`src/rtl/exec_core_seq_pkg.sv`:
```
// Shared definitions for exec_core_seq: opcode map, FSM state encoding.
// Instruction layout: [op | dst | src1 | src2]; LD/ST/STI use the low ADDR_W bits as address.
package exec_core_seq_pkg;

   localparam logic [3:0] OP_NOP  = 4'h0;
   localparam logic [3:0] OP_HLT  = 4'h1;
   localparam logic [3:0] OP_MV   = 4'h2;
   localparam logic [3:0] OP_LD   = 4'h3;
   localparam logic [3:0] OP_LDI  = 4'h4;
   localparam logic [3:0] OP_ST   = 4'h5;
   localparam logic [3:0] OP_STI  = 4'h6;
   localparam logic [3:0] OP_ADD  = 4'h8;
   localparam logic [3:0] OP_ADDI = 4'h9;
   localparam logic [3:0] OP_SUB  = 4'hA;
   localparam logic [3:0] OP_SUBI = 4'hB;
   localparam logic [3:0] OP_MUL  = 4'hC;
   localparam logic [3:0] OP_MULI = 4'hD;
   localparam logic [3:0] OP_DIV  = 4'hE;
   localparam logic [3:0] OP_DIVI = 4'hF;

   localparam logic [3:0] S_IDLE    = 4'd0;
   localparam logic [3:0] S_FETCH   = 4'd1;
   localparam logic [3:0] S_DECODE  = 4'd2;
   localparam logic [3:0] S_IMM     = 4'd3;
   localparam logic [3:0] S_MEMOP   = 4'd4;
   localparam logic [3:0] S_AUOP    = 4'd5;
   localparam logic [3:0] S_AU_WAIT = 4'd6;
   localparam logic [3:0] S_HALTED  = 4'd7;
   localparam logic [3:0] S_TRAP    = 4'd8;

endpackage

```
`src/rtl/exec_core_regfile.sv`:
```
// Register bank for exec_core_seq: two async read ports, one sync write port, async clear.
// With EXEC_CORE_DBG_EN a third async read port serves the debug interface.
module exec_core_regfile #(
   parameter int unsigned DATA_W = 16,
   parameter int unsigned REG_AW = 4
) (
   input  logic              clk,
   input  logic              rst_n,
   input  logic [REG_AW-1:0] ra_addr,
   output logic [DATA_W-1:0] ra_data,
   input  logic [REG_AW-1:0] rb_addr,
   output logic [DATA_W-1:0] rb_data,
   input  logic              we,
   input  logic [REG_AW-1:0] waddr,
   input  logic [DATA_W-1:0] wdata
`ifdef EXEC_CORE_DBG_EN
   ,
   input  logic [REG_AW-1:0] dbg_addr,
   output logic [DATA_W-1:0] dbg_data
`endif
);

   localparam int unsigned NREG = 2**REG_AW;

   logic [DATA_W-1:0] regs [NREG];

   always_ff @(posedge clk or negedge rst_n) begin
      if (!rst_n) begin
         for (int unsigned i = 0; i < NREG; i++) regs[i] <= '0;
      end else if (we) begin
         regs[waddr] <= wdata;
      end
   end

   assign ra_data = regs[ra_addr];
   assign rb_data = regs[rb_addr];
`ifdef EXEC_CORE_DBG_EN
   assign dbg_data = regs[dbg_addr];
`endif

endmodule

```
`src/rtl/exec_core_seq.sv`:
```
// Multi-cycle fetch/decode/execute core with memory req/ack and AU start/done handshakes.
// Optional debug port and retired-instruction counter: define EXEC_CORE_DBG_EN.
module exec_core_seq import exec_core_seq_pkg::*; #(
   parameter int unsigned DATA_W = 16,
   parameter int unsigned ADDR_W = 8,
   parameter int unsigned REG_AW = 4,
   parameter int unsigned OPC_W  = 4,
   parameter logic [ADDR_W-1:0] RESET_PC = '0
) (
   input  logic              clk,
   input  logic              rst_n,
   input  logic              start,
   output logic              busy,
   output logic              halted,
   output logic              illegal,
   output logic              mem_req,
   output logic              mem_we,
   output logic [ADDR_W-1:0] mem_addr,
   output logic [DATA_W-1:0] mem_wdata,
   input  logic              mem_ack,
   input  logic [DATA_W-1:0] mem_rdata,
   output logic              au_start,
   output logic [OPC_W-1:0]  au_mode,
   output logic [DATA_W-1:0] au_a,
   output logic [DATA_W-1:0] au_b,
   input  logic              au_done,
   input  logic [DATA_W-1:0] au_result
`ifdef EXEC_CORE_DBG_EN
   ,
   input  logic [REG_AW-1:0] dbg_raddr,
   output logic [DATA_W-1:0] dbg_rdata,
   output logic [31:0]       retired
`endif
);

   logic [3:0]        state;
   logic [ADDR_W-1:0] pc;
   logic [DATA_W-1:0] ir, st_data, au_a_q, au_b_q;
   logic [OPC_W-1:0]  op;
   logic [REG_AW-1:0] dst, src1, src2, ra_addr;
   logic [DATA_W-1:0] ra_data, rb_data, rf_wdata;
   logic              rf_we, is_au;

   assign op    = ir[DATA_W-1 -: OPC_W];
   assign dst   = ir[DATA_W-OPC_W-1 -: REG_AW];
   assign src1  = ir[DATA_W-OPC_W-REG_AW-1 -: REG_AW];
   assign src2  = ir[DATA_W-OPC_W-2*REG_AW-1 -: REG_AW];
   assign is_au = op[OPC_W-1];
   // port A doubles as the store-data read so only two ports are needed
   assign ra_addr = (op == OP_ST) ? dst : src1;

   always_comb begin
      rf_we    = 1'b0;
      rf_wdata = mem_rdata;
      case (state)
         S_DECODE:  if (op == OP_MV) begin rf_we = 1'b1; rf_wdata = ra_data; end
         S_IMM:     rf_we = mem_ack && (op == OP_LDI);
         S_MEMOP:   rf_we = mem_ack && (op == OP_LD);
         S_AU_WAIT: if (au_done) begin rf_we = 1'b1; rf_wdata = au_result; end
         default:   rf_we = 1'b0;
      endcase
   end

   exec_core_regfile #(.DATA_W(DATA_W), .REG_AW(REG_AW)) u_regfile (
      .clk     (clk),
      .rst_n   (rst_n),
      .ra_addr (ra_addr),
      .ra_data (ra_data),
      .rb_addr (src2),
      .rb_data (rb_data),
      .we      (rf_we),
      .waddr   (dst),
      .wdata   (rf_wdata)
`ifdef EXEC_CORE_DBG_EN
      ,
      .dbg_addr(dbg_raddr),
      .dbg_data(dbg_rdata)
`endif
   );

   always_ff @(posedge clk or negedge rst_n) begin
      if (!rst_n) begin
         state   <= S_IDLE;
         pc      <= RESET_PC;
         ir      <= '0;
         st_data <= '0;
         au_a_q  <= '0;
         au_b_q  <= '0;
      end else begin
         case (state)
            S_IDLE, S_HALTED, S_TRAP: if (start) begin
               state <= S_FETCH;
               pc    <= RESET_PC;
            end
            S_FETCH: if (mem_ack) begin
               ir    <= mem_rdata;
               pc    <= pc + ADDR_W'(1);
               state <= S_DECODE;
            end
            S_DECODE: begin
               if (op == OP_ST) st_data <= ra_data;
               if (is_au) begin
                  au_a_q <= ra_data;
                  if (!op[0]) au_b_q <= rb_data;
                  state <= op[0] ? S_IMM : S_AUOP;
               end else begin
                  case (op)
                     OP_NOP, OP_MV:  state <= S_FETCH;
                     OP_HLT:         state <= S_HALTED;
                     OP_LD, OP_ST:   state <= S_MEMOP;
                     OP_LDI, OP_STI: state <= S_IMM;
                     default:        state <= S_TRAP;
                  endcase
               end
            end
            S_IMM: if (mem_ack) begin
               pc <= pc + ADDR_W'(1);
               if (is_au) begin
                  au_b_q <= mem_rdata;
                  state  <= S_AUOP;
               end else if (op == OP_STI) begin
                  st_data <= mem_rdata;
                  state   <= S_MEMOP;
               end else begin
                  state <= S_FETCH;
               end
            end
            S_MEMOP:   if (mem_ack) state <= S_FETCH;
            S_AUOP:    state <= S_AU_WAIT;
            S_AU_WAIT: if (au_done) state <= S_FETCH;
            default:   state <= S_IDLE;
         endcase
      end
   end

   assign busy      = !(state == S_IDLE || state == S_HALTED || state == S_TRAP);
   assign halted    = (state == S_HALTED);
   assign illegal   = (state == S_TRAP);
   assign mem_req   = (state == S_FETCH) || (state == S_IMM) || (state == S_MEMOP);
   assign mem_we    = (state == S_MEMOP) && (op == OP_ST || op == OP_STI);
   assign mem_addr  = (state == S_MEMOP) ? ir[ADDR_W-1:0] : (mem_req ? pc : '0);
   assign mem_wdata = mem_we ? st_data : '0;
   assign au_start  = (state == S_AUOP);
   assign au_mode   = (state == S_AUOP || state == S_AU_WAIT) ? {op[OPC_W-1:1], 1'b0} : '0;
   assign au_a      = au_a_q;
   assign au_b      = au_b_q;

`ifdef EXEC_CORE_DBG_EN
   logic retire;
   assign retire = ((state == S_DECODE) && (op == OP_NOP || op == OP_MV || op == OP_HLT))
                || ((state == S_IMM) && mem_ack && (op == OP_LDI))
                || ((state == S_MEMOP) && mem_ack)
                || ((state == S_AU_WAIT) && au_done);

   always_ff @(posedge clk or negedge rst_n) begin
      if (!rst_n) begin
         retired <= '0;
      end else if (start && !busy) begin
         retired <= '0;
      end else if (retire && retired != '1) begin
         retired <= retired + 32'd1;
      end
   end
`endif

endmodule

```
`config.mk`:
```
export PLATFORM = sky130hd
export DESIGN_NAME = exec_core_seq
export DESIGN_NICKNAME = d
export VERILOG_FILES = /design/src/rtl/exec_core_seq_pkg.sv /design/src/rtl/exec_core_regfile.sv /design/src/rtl/exec_core_seq.sv
export SDC_FILE = /design/constraint.sdc
export NUM_CORES = 1
export LEC_CHECK = 0
export CORE_MARGIN = 10
export CORE_UTILIZATION = 35
export DETAILED_ROUTE_END_ITERATION = 7
export GPL_ROUTABILITY_DRIVEN = 0
export GPL_TIMING_DRIVEN = 1
export PLACE_DENSITY = 0.5
export SLEW_MARGIN = 25
export SYNTH_ARGS = -nofsm -noshare
export SYNTH_HDL_FRONTEND = slang
export SYNTH_SLANG_ARGS = --single-unit
```
`constraint.sdc`:
```
create_clock -name clk -period 4.81 [get_ports clk]
set_input_delay 0.7215 -clock clk [delete_from_list [all_inputs] [get_ports clk]]
set_output_delay 0.7215 -clock clk [all_outputs]
set_load 0.03 [all_outputs]
```
# Yosys cells after proc, flatten, opt, wreduce, memory -nomap -nowiden
# Index checks and enable logic that the tools add are counted.
# word_totals
out_inout_bits,66
regBits,332
# op_classes
n_lt_le_gt_ge,4
bitwise_logic,3
n_eq_ne,26
n_mux,44
n_addsub,1
reduce_logical,26
# op_table
operator,n
bitwise mux 256 bit,1
2-to-1 mux 16 bit,16
binary-select mux 16 bit (select 4 bit),2
one-hot mux 16 bit (2 select lines),3
demux 16 bit (select 4 bit),1
2-to-1 mux 4 bit,8
2-to-1 mux 8 bit,4
"== test 4 x 3 -> 1 bit, second input constant",7
one-hot mux 4 bit (7 select lines),1
"!= test 2 bit, second input constant",11
"== test 4 x 2 -> 1 bit, second input constant",4
one-hot mux 4 bit (4 select lines),1
one-hot mux 8 bit (2 select lines),1
"greater-or-equal comparator 5 bit, second input constant",3
inverter 4 -> 5 bit,3
AND reduction 5 bit,3
2-to-1 mux 3 bit,3
"adder 8 x 1 -> 8 bit, second input constant",1
"== test 4 x 1 -> 1 bit, second input constant",2
zero test 4 bit,2
OR reduction 2 bit,4
logical OR 1 bit,6
"< comparator 5 x 1 -> 1 bit, second input constant",1
"== test 4 bit, second input constant",1
9 further kinds,15

# Depth between registers and ports, before layout
# depth
depth_word,9
ltp_mapped,11
mapped_depth_nobuf,6

# By module
# Synthesis repeated with hierarchy kept, for this count alone.
# hier_totals
hier_cells,1296
hier_area_um2,17680.7
# modules_own_cells
mod,seq_area_each_um2,cells_each,n_inst,area_per_inst_um2
exec_core_regfile,6406.1,849,1,13470.4
exec_core_seq,1901.8,447,1,4210.3

# Least setup slack after synthesis
# Ideal clock, no wire load.
# synth_path
kind,reg2out
startpoint,reg state[0]
endpoint,out mem_wdata[10]
t_required_ps,4089
path_slack_ps,2139
path_buffers,3
arrival_ps,1950
stages_incl_launch_ff,7
path_cell_list,dfrtp_1 -> buf_2 -> nor4b_2 -> and4_1 -> clkbuf_1 -> clkbuf_1 -> and2_1
# synth_between
elab_chain_len,3
# synth_rtl
item,line_no,rtl
"start, declared",exec_core_seq.sv:36,logic [3:0] state;
"start signal, assigned",exec_core_seq.sv:105,state <= op[0] ? S_IMM : S_AUOP;
== test 4 x 3 -> 1 bit,exec_core_seq.sv:140,assign mem_we = (state == S_MEMOP) && (op == OP_ST || op == OP_STI);
logical AND 1 bit,exec_core_seq.sv:140,
named net mem_we,exec_core_seq.sv:17,"output logic mem_we,"
2-to-1 mux 16 bit,exec_core_seq.sv:142,assign mem_wdata = mem_we ? st_data : '0;
"end, declared",exec_core_seq.sv:19,"output logic [DATA_W-1:0] mem_wdata,"
# The timed path passes the listed nets, and every way through them passes these cells.

# Worst setup path in the final report
# layout_path
startpoint,reg state[2]
endpoint,out mem_wdata[8]
# layout_between
elab_chain_len,3
# layout_rtl
item,line_no
== test 4 x 3 -> 1 bit,exec_core_seq.sv:140
logical AND 1 bit,exec_core_seq.sv:140
2-to-1 mux 16 bit,exec_core_seq.sv:142
# No other way between the ends.

==> results.yml <==
hold_path:
  hold_class: "in2async"
routing:
  routed_wl_um: 72000
  drt-initial-drc-count: 1694
  drc: 0
  dr_total_vias: 15800
  wire_per_inst_um: 27.0
  viasPerCell: 5.92
  firstDrtPassIters: 5
  drtAntennaViolNets: 0
sta:
  fin_skew_ns: 0.0236
  setup_viol: 0
  worst_pin_slew_ns: 1.11
  finalMaxSlewViolations: 0
  hold_violations: 0
  max_freq_ghz: 0.248
  timing.final.crit_share_pct: 83.9
  slew-limit-headroom_pct: 26.3
  fin_crit_ns: 4.04
  tns_ns: 0
  rsz0062_at_grt: "no"
logic_synthesis:
  synth_fp_nets: 1882
  ys_types: 76
  syn_avg_cell_area_um2: 11.2
  synth-edff-count: 0
  netlist_area_mm2: 0.0206
  synth-seq-cells: 332
  seq_area_frac_synth_pct: 40.4
  synth_cells: 1844
  synth_warnings: 0
  ys.flop_type: "dfrtp_1"
  async_flop_share_pct: 100
clock_network:
  htreeDepth: 2
  cts_buffers: 41
  clock_path_buffers: 3
  postCtsHoldBufs: 0
  clock-sinks: 332
  cts.repair.resized: 0
  clock_latency_ns: 0.58
  cts_setup_buffers: 0
  cts_tree: "built"
  clockRootBuffer: "clkbuf_16"
  path_clk_slew_ns: 0.06
power_and_ir_drop:
  ir_drop_v: 0.000307
  power.total_mw: 15.9
  power_density_mw_per_mm2: 672
  leakage_nw: 9.85
floorplanning:
  std_cell_rows: 88
  initial_utilization_pct: 35.5
  die_w_um: 262
  io_pins: 103
  die-area_mm2: 0.0689
  core_mm2: 0.0579
  die_y_um: 262
grt:
  grt_pass1_wl_um: 109000
  grt_usage_pct: 20.6
  grt_max_degree: 115
  grt_pass1_vias: 15600
  antenna_found_initial: 0
  overflow: 0
placement:
  post_dp_cell_area_mm2: 0.0222
  io_buffer_count: 101
  hpwl_um: 46800
cells_and_area:
  nFillCells: 5590
  final_nets: 1907
  post-route-util_pct: 40.8
  mostFrequentLayoutCells: "nand2_1, dfrtp_1, o21ai_0, mux4_2, clkdlybuf4s50_1"
  drive_gt1_share_pct: 23.9
  fin_area_mm2: 0.0236
  area_growth_pct: 14.7
  diodes: 0
  layout_commonest_cell: "nand2_1"
worst_setup_path:
  crit_path_max_fanout: 17
  cp-end-kind: "primary output"
  cp_data_required_time_ns: 4.09
  path_class: "reg2out"
  timing.critical_path.from_type: "flip-flop"
  cp_data_arrival_time_ns: 3.32
flow_run:
  maxCapViolCount: 0
outcome:
  status: "finished, final reports clean"
## metrics by stage
stage	std cells	hold WS [ns]	setup slack, ns
floorplan	1844	0.426	2.14
global placement	2590	0.463	1.12
detailed placement	2590	0.465	1.09
CTS	2665	0.303	0.747
global route	2666	0.0281	0.563
finish	2666	0.0197	0.773
## logic make-up after synthesis
family	share of synthesized area, %
and+or+nand+nor	10.8
muxes	30.4
adders and majority gates	0.0608
AOI/OAI and AO/OA	13.3
buffers and inverters	4.76
other	0.0182
xor gates and xnor gates	0.341
DFF	40.4
## critical path, cell delays in order (launching register included)
cell and delay [ns]:
dfrtp_1 0.69, nor4b_2 0.30, buf_4 0.21, and4_1 0.62, and2_1 0.22, clkdlybuf4s50_1 0.71
## routing by layer
metal | vias up | track usage [%] | routed length, µm
met3 | 98 | 4.65 | 5980
met5 | - | 0 | 0
met2 | 656 | 31.3 | 32300
met1 | 8089 | 29.1 | 32000
met4 | 0 | 5.42 | 1750
li1 | 6943 | - | -
## power breakdown
group	internal, mW	switching (mW)
clock network	1.91	1.26
registers	3.89	1.62
logic	3.41	3.77
total	9.22	6.65
## synthesized netlist by cell type (all sizes together), types with 2 or more instances
master / count / share of area [%]
a211oi: 2 / 0.073
nor3b: 4 / 0.17
a22oi: 16 / 0.58
dfrtp: 332 / 40
nor3: 3 / 0.073
a31oi: 18 / 0.55
inv: 5 / 0.091
nor2b: 7 / 0.21
nand4bb: 2 / 0.11
a21oi: 9 / 0.22
and2: 24 / 0.73
o21ai: 261 / 6.6
mux4: 192 / 21
nor2: 98 / 1.8
a41o: 15 / 0.78
nand2b: 2 / 0.061
mux2i: 81 / 4.0
buf: 86 / 2.9
nand3: 5 / 0.15
a21boi: 2 / 0.091
xor2: 7 / 0.30
o221ai: 15 / 0.64
a31o: 15 / 0.64
or4b: 3 / 0.15
nor4: 15 / 0.46
o2111ai: 4 / 0.17
clkbuf: 96 / 1.8
o211ai: 29 / 1.5
nand2: 344 / 6.3
a22o: 9 / 0.38
nand4: 7 / 0.21
and3: 4 / 0.12
o22ai: 2 / 0.061
mux2: 94 / 5.1
o21bai: 15 / 0.55
## flip-flops by register name, indices dropped and copies added (netlist names)
register        flops
pc                  8
au_a               16
au_b               16
state               4
u_regfile.regs    256
st_data            16
ir                 16
## final cells by class
type	count	area, µm²	area share [%]
sequential	332	8330	35.3
inverter	6	22.5	0.0954
clock inverter	12	143	0.604
tap	765	957	4.06
clock buffer	63	1220	5.17
timing repair buffer	164	1580	6.71
multi-input combinational	1324	11300	48.1
## worst paths after layout
check / start / end / slack (ns) / cells after the start
worst min register to register: st_data[10] / st_data[10] / 0.48 / 2
worst min-delay path: rst_n / u_regfile.regs[162] / 0.02 / 1
max in group asynchronous: rst_n / u_regfile.regs[137] / 3.97 / 2
min in group clk: st_data[10] / st_data[10] / 0.48 / 2
worst max register to register: state[0] / u_regfile.regs[59] / 1.04 / 7
worst max-delay path: state[2] / mem_wdata[8] / 0.77 / 5
No activity file was read; power rests on OpenSTA's default activity.
